--- src/rtl/param_serializer.sv ---
// Parallel-to-serial frame engine: LANES-wide beats, optional even-parity trailer beat,
// and a one-word holding register so back-to-back frames run without idle gaps.
module param_serializer #(
  parameter int unsigned DATA_W    = 32,
  parameter int unsigned LANES     = 1,
  parameter bit          MSB_FIRST = 1'b1,
  parameter bit          PARITY_EN = 1'b0
) (
  input  logic              clk,
  input  logic              rst_n,
  input  logic              in_valid_i,
  output logic              in_ready_o,
  input  logic [DATA_W-1:0] data_in_i,
  output logic [LANES-1:0]  data_out_o,
  output logic              out_valid_o,
  output logic              frame_start_o,
  output logic              frame_end_o,
  output logic              busy_o
);

  localparam int unsigned Slices = DATA_W / LANES;
  localparam int unsigned Beats  = Slices + (PARITY_EN ? 1 : 0);
  localparam int unsigned CntW   = $clog2(Beats + 1);

  localparam logic [CntW-1:0] SlicesC = CntW'(Slices);
  localparam logic [CntW-1:0] BeatsC  = CntW'(Beats);
  localparam logic [CntW-1:0] OneC    = CntW'(1);

  typedef enum logic [1:0] {
    StIdle,
    StShift,
    StPar
  } state_e;

  state_e              state_q, state_d;
  logic [DATA_W-1:0]   shift_q, shift_d;
  logic [CntW-1:0]     cnt_q, cnt_d;
  logic [LANES-1:0]    dout_q, dout_d;
  logic                ovalid_q, ovalid_d;
  logic                fstart_q, fstart_d;
  logic                fend_q, fend_d;
  logic                par_q, par_d;
  logic [DATA_W-1:0]   hold_q, hold_d;
  logic                hold_vld_q, hold_vld_d;

  logic                accept;
  logic                start_new;
  logic [DATA_W-1:0]   new_word;
  logic [CntW-1:0]     cnt_inc;

  // Slice that goes out next from a word, honouring the configured slice order.
  function automatic logic [LANES-1:0] head_slice(input logic [DATA_W-1:0] w);
    if (MSB_FIRST) begin
      return w[DATA_W-1 -: LANES];
    end
    return w[LANES-1:0];
  endfunction

  function automatic logic [DATA_W-1:0] advance(input logic [DATA_W-1:0] w);
    if (MSB_FIRST) begin
      return w << LANES;
    end
    return w >> LANES;
  endfunction

  assign in_ready_o = ~hold_vld_q & rst_n;
  assign accept     = in_valid_i & in_ready_o;
  assign cnt_inc    = cnt_q + OneC;

  always_comb begin
    state_d    = state_q;
    shift_d    = shift_q;
    cnt_d      = cnt_q;
    par_d      = par_q;
    hold_d     = hold_q;
    hold_vld_d = hold_vld_q;
    dout_d     = '0;
    ovalid_d   = 1'b0;
    fstart_d   = 1'b0;
    fend_d     = 1'b0;
    start_new  = 1'b0;
    new_word   = data_in_i;

    unique case (state_q)
      StIdle: begin
        start_new = accept;
      end
      StShift, StPar: begin
        if (fend_q) begin
          // Frame ends this cycle: chain the held word first, else a fresh acceptance.
          if (hold_vld_q) begin
            start_new  = 1'b1;
            new_word   = hold_q;
            hold_vld_d = 1'b0;
          end else if (accept) begin
            start_new = 1'b1;
          end else begin
            state_d = StIdle;
            cnt_d   = '0;
            shift_d = '0;
          end
        end else begin
          if (accept) begin
            hold_d     = data_in_i;
            hold_vld_d = 1'b1;
          end
          if (state_q == StShift && cnt_q < SlicesC) begin
            dout_d   = head_slice(shift_q);
            shift_d  = advance(shift_q);
            cnt_d    = cnt_inc;
            ovalid_d = 1'b1;
            fend_d   = (cnt_inc == BeatsC);
          end else if (PARITY_EN) begin
            state_d   = StPar;
            dout_d    = '0;
            dout_d[0] = par_q;
            cnt_d     = cnt_inc;
            ovalid_d  = 1'b1;
            fend_d    = 1'b1;
          end
        end
      end
      default: begin
        state_d = StIdle;
      end
    endcase

    if (start_new) begin
      state_d  = StShift;
      dout_d   = head_slice(new_word);
      shift_d  = advance(new_word);
      cnt_d    = OneC;
      par_d    = ^new_word;
      ovalid_d = 1'b1;
      fstart_d = 1'b1;
      fend_d   = (Beats == 1);
    end
  end

  always_ff @(posedge clk or negedge rst_n) begin
    if (!rst_n) begin
      state_q    <= StIdle;
      shift_q    <= '0;
      cnt_q      <= '0;
      dout_q     <= '0;
      ovalid_q   <= 1'b0;
      fstart_q   <= 1'b0;
      fend_q     <= 1'b0;
      par_q      <= 1'b0;
      hold_q     <= '0;
      hold_vld_q <= 1'b0;
    end else begin
      state_q    <= state_d;
      shift_q    <= shift_d;
      cnt_q      <= cnt_d;
      dout_q     <= dout_d;
      ovalid_q   <= ovalid_d;
      fstart_q   <= fstart_d;
      fend_q     <= fend_d;
      par_q      <= par_d;
      hold_q     <= hold_d;
      hold_vld_q <= hold_vld_d;
    end
  end

  assign data_out_o    = dout_q;
  assign out_valid_o   = ovalid_q;
  assign frame_start_o = fstart_q;
  assign frame_end_o   = fend_q;
  assign busy_o        = (state_q != StIdle) | hold_vld_q;

endmodule

--- config.mk ---
export PLATFORM = sky130hd
export DESIGN_NAME = param_serializer
export DESIGN_NICKNAME = d
export VERILOG_FILES = /design/src/rtl/param_serializer.sv
export SDC_FILE = /design/constraint.sdc
export NUM_CORES = 1
export LEC_CHECK = 0
export ABC_AREA = 1
export CORE_MARGIN = 2
export CORE_UTILIZATION = 61
export DETAILED_ROUTE_END_ITERATION = 8
export GPL_TIMING_DRIVEN = 0
export PLACE_DENSITY = 0.83
export SKIP_CTS_REPAIR_TIMING = 1
export SYNTH_ARGS = -nofsm -noshare
export SYNTH_HDL_FRONTEND = slang
export SYNTH_SLANG_ARGS = --single-unit
--- constraint.sdc ---
create_clock -name clk -period 3.9 [get_ports clk]
set_input_delay 0.78 -clock clk [delete_from_list [all_inputs] [get_ports clk]]
set_output_delay 0.78 -clock clk [all_outputs]
set_load 0.01 [all_outputs]
# Yosys cells after proc, flatten, opt, wreduce, memory -nomap -nowiden
# Cells that the tools add are included.
[op_classes]
bitwise_logic = 5
eq_ne = 9
mux = 47
magnitude_cmp = 1
n_reduce_logical = 11
add_sub_neg = 1
[ops]
columns = ["op", "count"]
rows = [
  ["$mux 32", 11],
  ["$mux 6", 6],
  ["$mux 1", 24],
  ["$ne 3x3->1 const B", 3],
  ["$mux 2", 4],
  ["$reduce_and 4->1", 2],
  ["$add 6x1->6 const B", 1],
  ["$eq 6x6->1 const B", 1],
  ["$lt 6x6->1 const B", 1],
  ["$ne 3x2->1 const B", 2],
  ["$reduce_bool 2->1", 3],
  ["$pmux 2 s2", 1],
  ["$reduce_and 3->1", 1],
  ["$reduce_bool 3->1", 1],
  ["$and 1x1->1", 2],
  ["$eq 2x1->1 const B", 1],
  ["$eq 2x2->1 const B", 1],
  ["$logic_not 2->1", 1],
  ["$ne 2x2->1 const B", 1],
  ["$not 1->1", 2],
  ["$pmux 1 s2", 1],
  ["$reduce_and 2->1", 1],
  ["$reduce_or 2->1", 1],
  ["$logic_and 1x1->1", 1],
  ["$or 1x1->1", 1],
]
[totals]
out_inout_bits = 6
ff_bits = 77
elab_cells = 83
in_bits = 35

# Longest topological paths before layout
[depth]
word_depth = 10
mapped_depth = 10
depth_no_buf = 8

# Worst setup path after synthesis
# No wires, ideal clock.
[synth_timing]
path_kind = "input port to output port"
from = "in rst_n"
to = "out in_ready_o"
stages = 2
t_required_ps = 3120
n_path_buf = 0
slack_ps = 2162
arrival_time_ps = 958
path_cell_list = "inv_1 > nor2_1"
[synth_between]
elab_chain_len = 1
[synth_rtl]
columns = ["element", "line_no", "rtl"]
rows = [
  ["start, declared", "10", "input logic rst_n,"],
  ["$and 1x1->1", "66", "assign in_ready_o = ~hold_vld_q & rst_n;"],
  ["end, declared", "12", "output logic in_ready_o,"],
]
# No other way between the ends.

# Worst setup path after layout
# Ends and elaborated chain as after synthesis.

==> key figures <==
Synthesis
  • Synth Area in XOR/XNOR: 0.216%
  • Mux cell area share after synthesis: 0%
  • Syn. warnings: 0
  • Syn avg cell area: just under 7 um2
  • Post-synthesis sequential area ratio: 46.4%
  • Adder-Cell Fraction of Synth Area: 0.618%
  • Mapped Area: approximately 4000 um2
  • Area share of the largest cell type after synthesis: between 40 and 50%
  • Simple-Gate Fraction of Synth Area: 33.1%
  • Mapped Cells: between 500 and 600
  • #FFs+latches synth: 75
  • Syn nets: between 600 and 700
  • Netlist cell types: 26
  • Post-synthesis compound-gate area fraction: 9.06%
  • Main combinational cell family by area after synthesis: simple AND/OR/NAND/NOR gates
  • Area contributors post-synth: dfrtp_1 46%, nand2_1 26%, o21ai_0 7.9%
  • Cell taking the most area after synthesis: dfrtp_1

Power
  • Power Density: just over 400 nW/um2
  • Maximum VDD drop: 0.263 mV
  • Leakage: 2.64 nW
  • Final Power: 1.96 mW

Global route
  • Largest net degree at the start of global routing: 52
  • Initial antenna violation count: 0
  • First-pass GRT wire length: roughly 16,000 um
  • Gr usage total: between 20% and 30%
  • Gr ovfl total: 0
  • Vias in the first global route: around 3,600

Clocking
  • CTS tree: yes
  • Bufs on Longest Clock Path: 2
  • CTS Sinks: between 70 and 80
  • Clock transition at path regs: 0.08 ns
  • Cts bufs inserted: 9
  • Later-pin clock latency in the skew report: about 0.35 ns
  • H-tree levels: 3
  • CTS root buf: clkbuf_8

Timing
  • Slew headroom: about 63%
  • Final setup viols: 0
  • RSZ-0062 raised after global routing: no
  • Setup_tns: 0 ns
  • Final hold vios: 0
  • Max Freq: 347 MHz
  • Max Slew Vio Count: 0
  • Clock Skews: 0.00854 ns
  • Crit share post-route: between 70% and 80%
  • Least-Margin Pin Slew: about 0.55 ns
  • Minimum clock period: slightly below 3 ns

Cells and area
  • Synth-to-Final Area Change: 18.2%
  • # diodes: 0
  • Most frequent standard cell in the layout excluding fill and tap cells: nand2_1
  • Layout Nets: approximately 680
  • Share of cells above drive strength 1: 7.45%
  • Final Core Density: roughly three quarters
  • FILL cells: 515
  • Final cell count without fillers: between 700 and 800
  • Most frequent cells in the layout: 282 x nand2_1, 75 x dfrtp_1, 70 x inv_1
  • Post-route cell area: about 4800 um2

Critical path
  • CP Capture Type: primary output
  • Required @ worst endpoint: between 3 and 4 ns
  • R2R Setup Slk: about 2.2 ns
  • Critical R2R Launch: frame_end_o
  • Crit path kind: input pin to primary output
  • CP Launch Type: input pin
  • Crit path DAT: 2.10 ns
  • Number of cells on the worst reg-to-reg path: 9
  • Crit Path Max Fanout: just over 50
  • Reg2reg end: shift_q[10]

Route
  • Post-route ant nets: 0
  • Post-Route WL: 9410 um
  • DRC: 0
  • Post-DR wirelength/cell: 13.1 um
  • Detail-routed via count per cell: between 5 and 6
  • DRT iter0 DRCs: 279
  • DR vias: around 3,800
  • DR pass1 iterations: 5

Floorplanning
  • Die W: 85.4 um
  • I/O pin count: between 40 and 50
  • Starting Density: between 60 and 70%
  • Die H: around 85 um
  • Die Area: ~7300 um2
  • Placeable Area: approximately 6400 um2
  • FP Rows: 29

Place
  • Dpl cell area: roughly 4600 um2
  • Cell count after placement: slightly above 700
  • Port bufs: 40
  • Gpl congestion: just over 0.8
  • Dpl hpwl: around 6300 um

Run status
  • Outcome: complete, no violations

Worst hold path
  • Hold Crit Class: input pin to async pin

Job
  • Max-cap violation count: 0
[registers in the layout, indices dropped and copies added (netlist names)]
register and flops:
hold_q 32, shift_q 31, cnt_q 6, data_out_o 1
frame_end_o 1, frame_start_o 1, hold_vld_q 1, out_valid_o 1
state_q 1
[synthesized netlist by cell type (all sizes together)]
library cell,number
a21oi,3
buf,16
clkbuf,12
dfrtp,75
ha,2
inv,74
nand2,285
nand3,7
nand3b,1
nand4,3
nor2,40
o21ai,66
o22ai,1
or2,1
xnor2,1
[how the worst max path moves through the flow]
| stage | endpoint | start | slack [ns] |
|---|---|---|---|
| 2_1_floorplan | in_ready_o | rst_n | 2.16 |
| 3_3_place_gp | in_ready_o | rst_n | -1.55 |
| 3_5_place_dp | in_ready_o | rst_n | 0.95 |
| 4_1_cts | in_ready_o | rst_n | 0.95 |
| 5_1_grt | in_ready_o | rst_n | 0.84 |
| 6_report | in_ready_o | rst_n | 1.02 |
[report_power, final]
part / leakage, nW / internal [mW] / switching (mW) / total [mW]
Sequential: 0.813 / 0.943 / 0.0511 / 0.994
Clock: 0.108 / 0.346 / 0.286 / 0.632
Combinational: 1.72 / 0.128 / 0.207 / 0.335
Total: 2.64 / 1.42 / 0.544 / 1.96
[through the flow]
step	hold WS (ns)	setup WS, ns
after floorplan	0.442	2.16
after global placement	0.460	-1.55
after detailed placement	0.460	0.950
after CTS	0.364	0.952
after global routing	0.384	0.838
final	0.348	1.02
[critical path, cell delays in order]
cell and delay, ns:
buf_4 0.33, buf_16 0.29, inv_1 0.07, nor2_1 0.08, clkdlybuf4s50_1 0.53
[layer usage]
layer,vias up,share of wire [%],global-route usage (%)
met5,-,0,0
met4,0,1.5,10.1
met3,21,5.2,2.82
met2,103,49,47.2
met1,1761,44,37.0
li1,1865,-,-
[logic make-up after synthesis]
group                    count (synthesis)
XOR/XNOR                                 1
AND/OR/NAND/NOR                        337
flip-flops                              75
buffers and inverters                  102
AO/OA/AOI/OAI                           70
adder cells (fa/ha/maj)                  2
[area by class of cell]
cell class | instances | area, um2 | area share, %
clock inverter | 4 | 47.5 | 0.995
inverter | 74 | 278 | 5.81
tap | 77 | 96.3 | 2.02
multi-input combinational | 410 | 1740 | 36.4
timing repair buffer | 41 | 425 | 8.90
sequential | 75 | 1880 | 39.3
clock buffer | 12 | 165 | 3.45
buffer | 28 | 154 | 3.22
(Power assumes the default switching activity.)
==> patch 1: new RTL, same flow settings <==
The parameter `MSB_FIRST` goes from 1'b1 to 1'b0.
--- a/src/rtl/param_serializer.sv
+++ b/src/rtl/param_serializer.sv
@@ -4,5 +4,5 @@
   parameter int unsigned DATA_W    = 32,
   parameter int unsigned LANES     = 1,
-  parameter bit          MSB_FIRST = 1'b1,
+  parameter bit          MSB_FIRST = 1'b0,
   parameter bit          PARITY_EN = 1'b0
 ) (
Formal check against the unedited RTL: not equivalent (a bounded check fails within 4 cycles, from zero or initial values and one cycle with rst_n low).
==> patch 1 against the original RTL <==
Sequential share of layout area is 0.30 points higher. Die area decreased by 0.27%. Cell area fell by 0.76%. Routed wire length fell by 3.5%. Power down 2.1%. Core utilization decreased by 0.57 points. Sequential cell count did not move. Setup slack got worse by 0.093 ns. Cell count is 0.14% lower. Synthesized area decreased by 0.28%. Critical endpoint unchanged. Largest power group unchanged.
==> patch 1: results (changes against the original RTL) <==
- Status: complete, no violations
- Register area share after synthesis: 46.51% (+0.13 points)
- Largest net degree at the start of global routing: 44 (-15%)
- GPL Wtd Cong: 0.8263 (+0.43%)
- Vias per cell: 5.132 (-1.3%)
- R2R cell count: 6 (-3)
- Leakage: 2.626 nW (-0.66%)
- Top delay family on crit path: buffers and inverters
- Main area contributors after synthesis: dfrtp_1, nand2_1, o21ai_0
- Switching Power: 0.5357 mW (-1.5%)
- Pre-CTS setup slack: 0.8932 ns (-0.05661 ns)
- Ratio of cells with drive above 1 in the final layout: 6.998% (-0.45 points)
- Router iterations before antenna repair: 4 (-1)
- Total Wirelength: 9.086 mm (-3.5%)
- # H-tree levels: 3 (unchanged)
- Maximum clock rate: 336.2 MHz (-3.1%)
- Metal3 WL: 542 um (+11%)
- Power Clock: 0.595 mW (-5.9%)
- Hpwl dp: 6.115 mm (-3.4%)
- Synth cell count leaders: nand2_1, dfrtp_1, inv_1
- Via count: 3695 (-1.5%)
- Worst-skew pair later-pin latency: 0.36 ns
- DP Cell Count: 704 (-0.14%)
- FILL cells: 524 (+1.7%)
- Tot Pwr: 1.920 mW (-2.1%)
- Met1 Resource Use GR: 35.85% (-1.2 points)
- Clock transition at the registers of the reported paths: 0.08 ns (about the same)
- Met3 Resource Use GR: 6.323% (+3.5 points)
- Worst Tran Pin Value: 0.5230 ns (-0.02610 ns)
- Largest regs: hold_q: 32 flops, shift_q: 31 flops, cnt_q: 6 flops
- Peak supply drop: 0.3657 mV (+39%)
- DRT iter0 DRCs: 274 (-1.8%)
- IO Port Bufs: 40 (unchanged)
- Nets: 675 (-0.15%)
- Met2 WL: 4.460 mm (-4.1%)
- Syn Nets: 623 (-0.16%)
- M2 GR Usage: 46.09% (-1.1 points)
- Num CTS Buffers: 9 (unchanged)
- Initial antenna violation count: 0 (unchanged)
- DRT met1 WL: 3.959 mm (-4.2%)
- CP Max Fanout: 43 (-16%)
- Gate Count Post-Synth: 586 (-0.17%)
- CP peak stage delay: 0.56 ns (+0.03 ns)
- Hold WS: 0.3713 ns (+0.02347 ns)
- First-pass GRT wire length: 15.81 mm (-2.5%)
- Placement-stage cell area: 4557 um2 (-0.25%)
- Layout Skew: 0.006782 ns (-0.001759 ns)
- Number of unique standard cell types used by synthesis: 24 (-7.7%)
- Tot GR Track Use: 27.68% (-0.088 points)
- Yosys warns: 0 (unchanged)
- Worst Path Arrival: 2.19 ns (+0.09 ns)
- Reg power frac: 51.8% (+1.1 points)
- Reg2reg end: hold_q[0]
- Vias in the first global route: 3557 (-2.4%)
==> patch 1: changes by cell type after synthesis, sizes merged <==
cell | unedited run | this run
nand3 | 7 | 8
o21ai | 66 | 65
xor2 | 0 | 1
nand3b | 1 | 0
nor3 | 0 | 1
nand4 | 3 | 6
nand2 | 285 | 283
xnor2 | 1 | 0
nor2 | 40 | 36
inv | 74 | 76
==> patch 1: area by class of cell <==
cell class / count / area [um2] / share of cell area (%)
Timing Repair Buffer: 41 / 425.4 / 8.966
Inverter: 76 / 285.3 / 6.013
Clock inverter: 2 / 35.03 / 0.7384
Multi-Input combinational cell: 407 / 1727 / 36.39
Tap cell: 77 / 96.34 / 2.031
Buffer: 28 / 146.4 / 3.085
Sequential cell: 75 / 1877 / 39.56
Clock buffer: 14 / 152.6 / 3.217
==> patch 1: logic make-up after synthesis <==
logic type | share of synthesized area (%)
compound gates | 8.775
xor+xnor | 0.2171
fa+ha+maj | 0.6201
buf+inv | 10.70
flops | 46.51
simple gates | 33.18
==> patch 2: new RTL, config.mk and constraints unchanged <==
Made on the original files. Encoding of `state_e`: now one-hot (3 bits for 3 states).
--- a/src/rtl/param_serializer.sv
+++ b/src/rtl/param_serializer.sv
@@ -27,8 +27,8 @@
   localparam logic [CntW-1:0] OneC    = CntW'(1);
 
-  typedef enum logic [1:0] {
-    StIdle,
-    StShift,
-    StPar
+  typedef enum logic [2:0] {
+    StIdle  = 3'b001,
+    StShift = 3'b010,
+    StPar   = 3'b100
   } state_e;
 
Function: same outputs for any inputs over 4 cycles, from zero or initial values and one cycle with rst_n low; so few cycles prove little.
==> patch 2 against the original RTL <==
Clock skew rose by 0.0020 ns. Setup slack better by 0.26 ns. Die area down 8.3%. Routed wire length decreased by 14%. Maximum frequency up 10%. Critical path type unchanged. Sequential cell count increased by 1. Cell area fell by 8.4%. Synthesized area decreased by 8.8%. Critical endpoint unchanged.
Power is not compared: it rests on default switching activity, and its combinational part moved more than twofold at a synthesized area within 25%.
==> patch 2: results (changes against the original RTL) <==
- Status: complete, no violations
- CP endpoint: in_ready_o
- Clock transition at the registers of the reported paths: 0.08 ns (about the same)
- Max Buffers Root-to-Sink: 2 (unchanged)
- DRT iter0 DRCs: 273 (-2.2%)
- Hpwl dp: 5.598 mm (-12%)
- Leakage: 2.217 nW
- Post-synthesis area per instance: 8.079 um2 (+17%)
- Worst-skew pair later-pin latency: 0.36 ns
- Slowest-stage cell, CP: clkdlybuf4s50_1
- Tot GR Track Use: 26.99% (-0.77 points)
- GPL Wtd Cong: 0.8406 (+2.2%)
- Total Wirelength: 8.091 mm (-14%)
- Beginning of the critical path: rst_n
- Vias per cell: 5.546 (+6.6%)
- R2R setup slack: 1.83 ns (-0.34 ns)
- Largest net degree at the start of global routing: 50 (-3.8%)
- Ratio of cells with drive above 1 in the final layout: 9.162% (+1.7 points)
- Initial antenna violation count: 0 (unchanged)
- DP Cell Count: 573 (-19%)
- Register area share after synthesis: 51.54% (+5.2 points)
- Syn Nets: 496 (-21%)
- Worst min path class: in -> async
- FILL cells: 457 (-11%)
- Placement-stage cell area: 4212 um2 (-7.8%)
- FFs w/ async S/R, synth: 100.0% (unchanged)
- R2R cell count: 8 (-1)
- Top delay family on crit path: buffers and inverters
- Worst Path Arrival: 1.84 ns (-0.26 ns)
- Largest regs: hold_q: 32 flops, shift_q: 31 flops, cnt_q: 6 flops
- CP Max Fanout: 31 (-39%)
- First-pass GRT wire length: 13.75 mm (-15%)
- Finished Layout Cells: 588 (-18%)
- Num CTS Buffers: 9 (unchanged)
- Layout Skew: 0.01058 ns (+0.002040 ns)
- Slew Limit Fails: 0 (unchanged)
- Worst Tran Pin Value: 0.4875 ns (-0.06163 ns)
- CP peak stage delay: 0.53 ns (about the same)
- Reg2reg start: state_q[0]
- IO Port Bufs: 40 (unchanged)
- Nets: 548 (-19%)
- Reg2reg end: shift_q[15]
- Synth cell count leaders: nand2_1, nand3_1, dfrtp_1
- Hold WS: 0.3475 ns (-0.0004030 ns)
- Number of unique standard cell types used by synthesis: 22 (-15%)
- Vias in the first global route: 3075 (-16%)
- Main area contributors after synthesis: dfrtp_1, nand3_1, nand2_1
patch 2: cells by family (layout without fill, tap and decap cells):
kind of cell    count (synthesis)  count (layout)  share of synthesized area, %
fa+ha+maj                       4               4                         1.356
buf+inv                        73             129                         9.217
flops                          76              76                         51.54
simple gates                  230             230                         27.55
compound gates                 71              71                         9.624
xor+xnor                        3               3                        0.7118
patch 2: cell type report:
| class | count | area share [%] |
|---|---|---|
| Sequential cell | 76 | 43.44 |
| Multi-Input combinational cell | 308 | 33.08 |
| Timing Repair Buffer | 41 | 9.712 |
| Buffer | 30 | 4.085 |
| Inverter | 43 | 3.685 |
| Clock buffer | 13 | 3.628 |
| Tap cell | 75 | 2.142 |
| Clock inverter | 2 | 0.2285 |
patch 2: metrics by stage:
step	setup WS, ns	util (%)
3_5_place_dp	1.250	71.56
2_1_floorplan	2.162	-
6_report	1.282	74.43
3_3_place_gp	-1.499	71.13
5_1_grt	1.145	74.43
4_1_cts	1.248	74.43
patch 2: worst min-delay path by stage:
stage                     from           to  depth (start not counted)
finish                   rst_n   hold_q[20]                          1
global route             rst_n  frame_end_o                          1
CTS                      rst_n   hold_q[20]                          1
detailed placement  state_q[1]   state_q[1]                          2
global placement    state_q[0]   state_q[0]                          2
floorplan           state_q[1]   state_q[1]                          2
patch 2: layer usage:
metal / vias to the layer above / global-route usage [%] / part of all wire (%)
li1: 1600 / - / -
met2: 82 / 45.93 / 48
met5: - / 0 / 0
met3: 13 / 4.615 / 4.0
met4: 0 / 9.667 / 1.7
met1: 1566 / 34.82 / 46
patch 2: report_power, final:
part	switching, mW	internal, mW	total (mW)	leakage, nW
clock	0.281	0.261	0.542	0.0893
sequential	0	0.788	0.788	0.881
combinational	0.0330	0.0393	0.0723	1.25
total	0.314	1.09	1.40	2.22
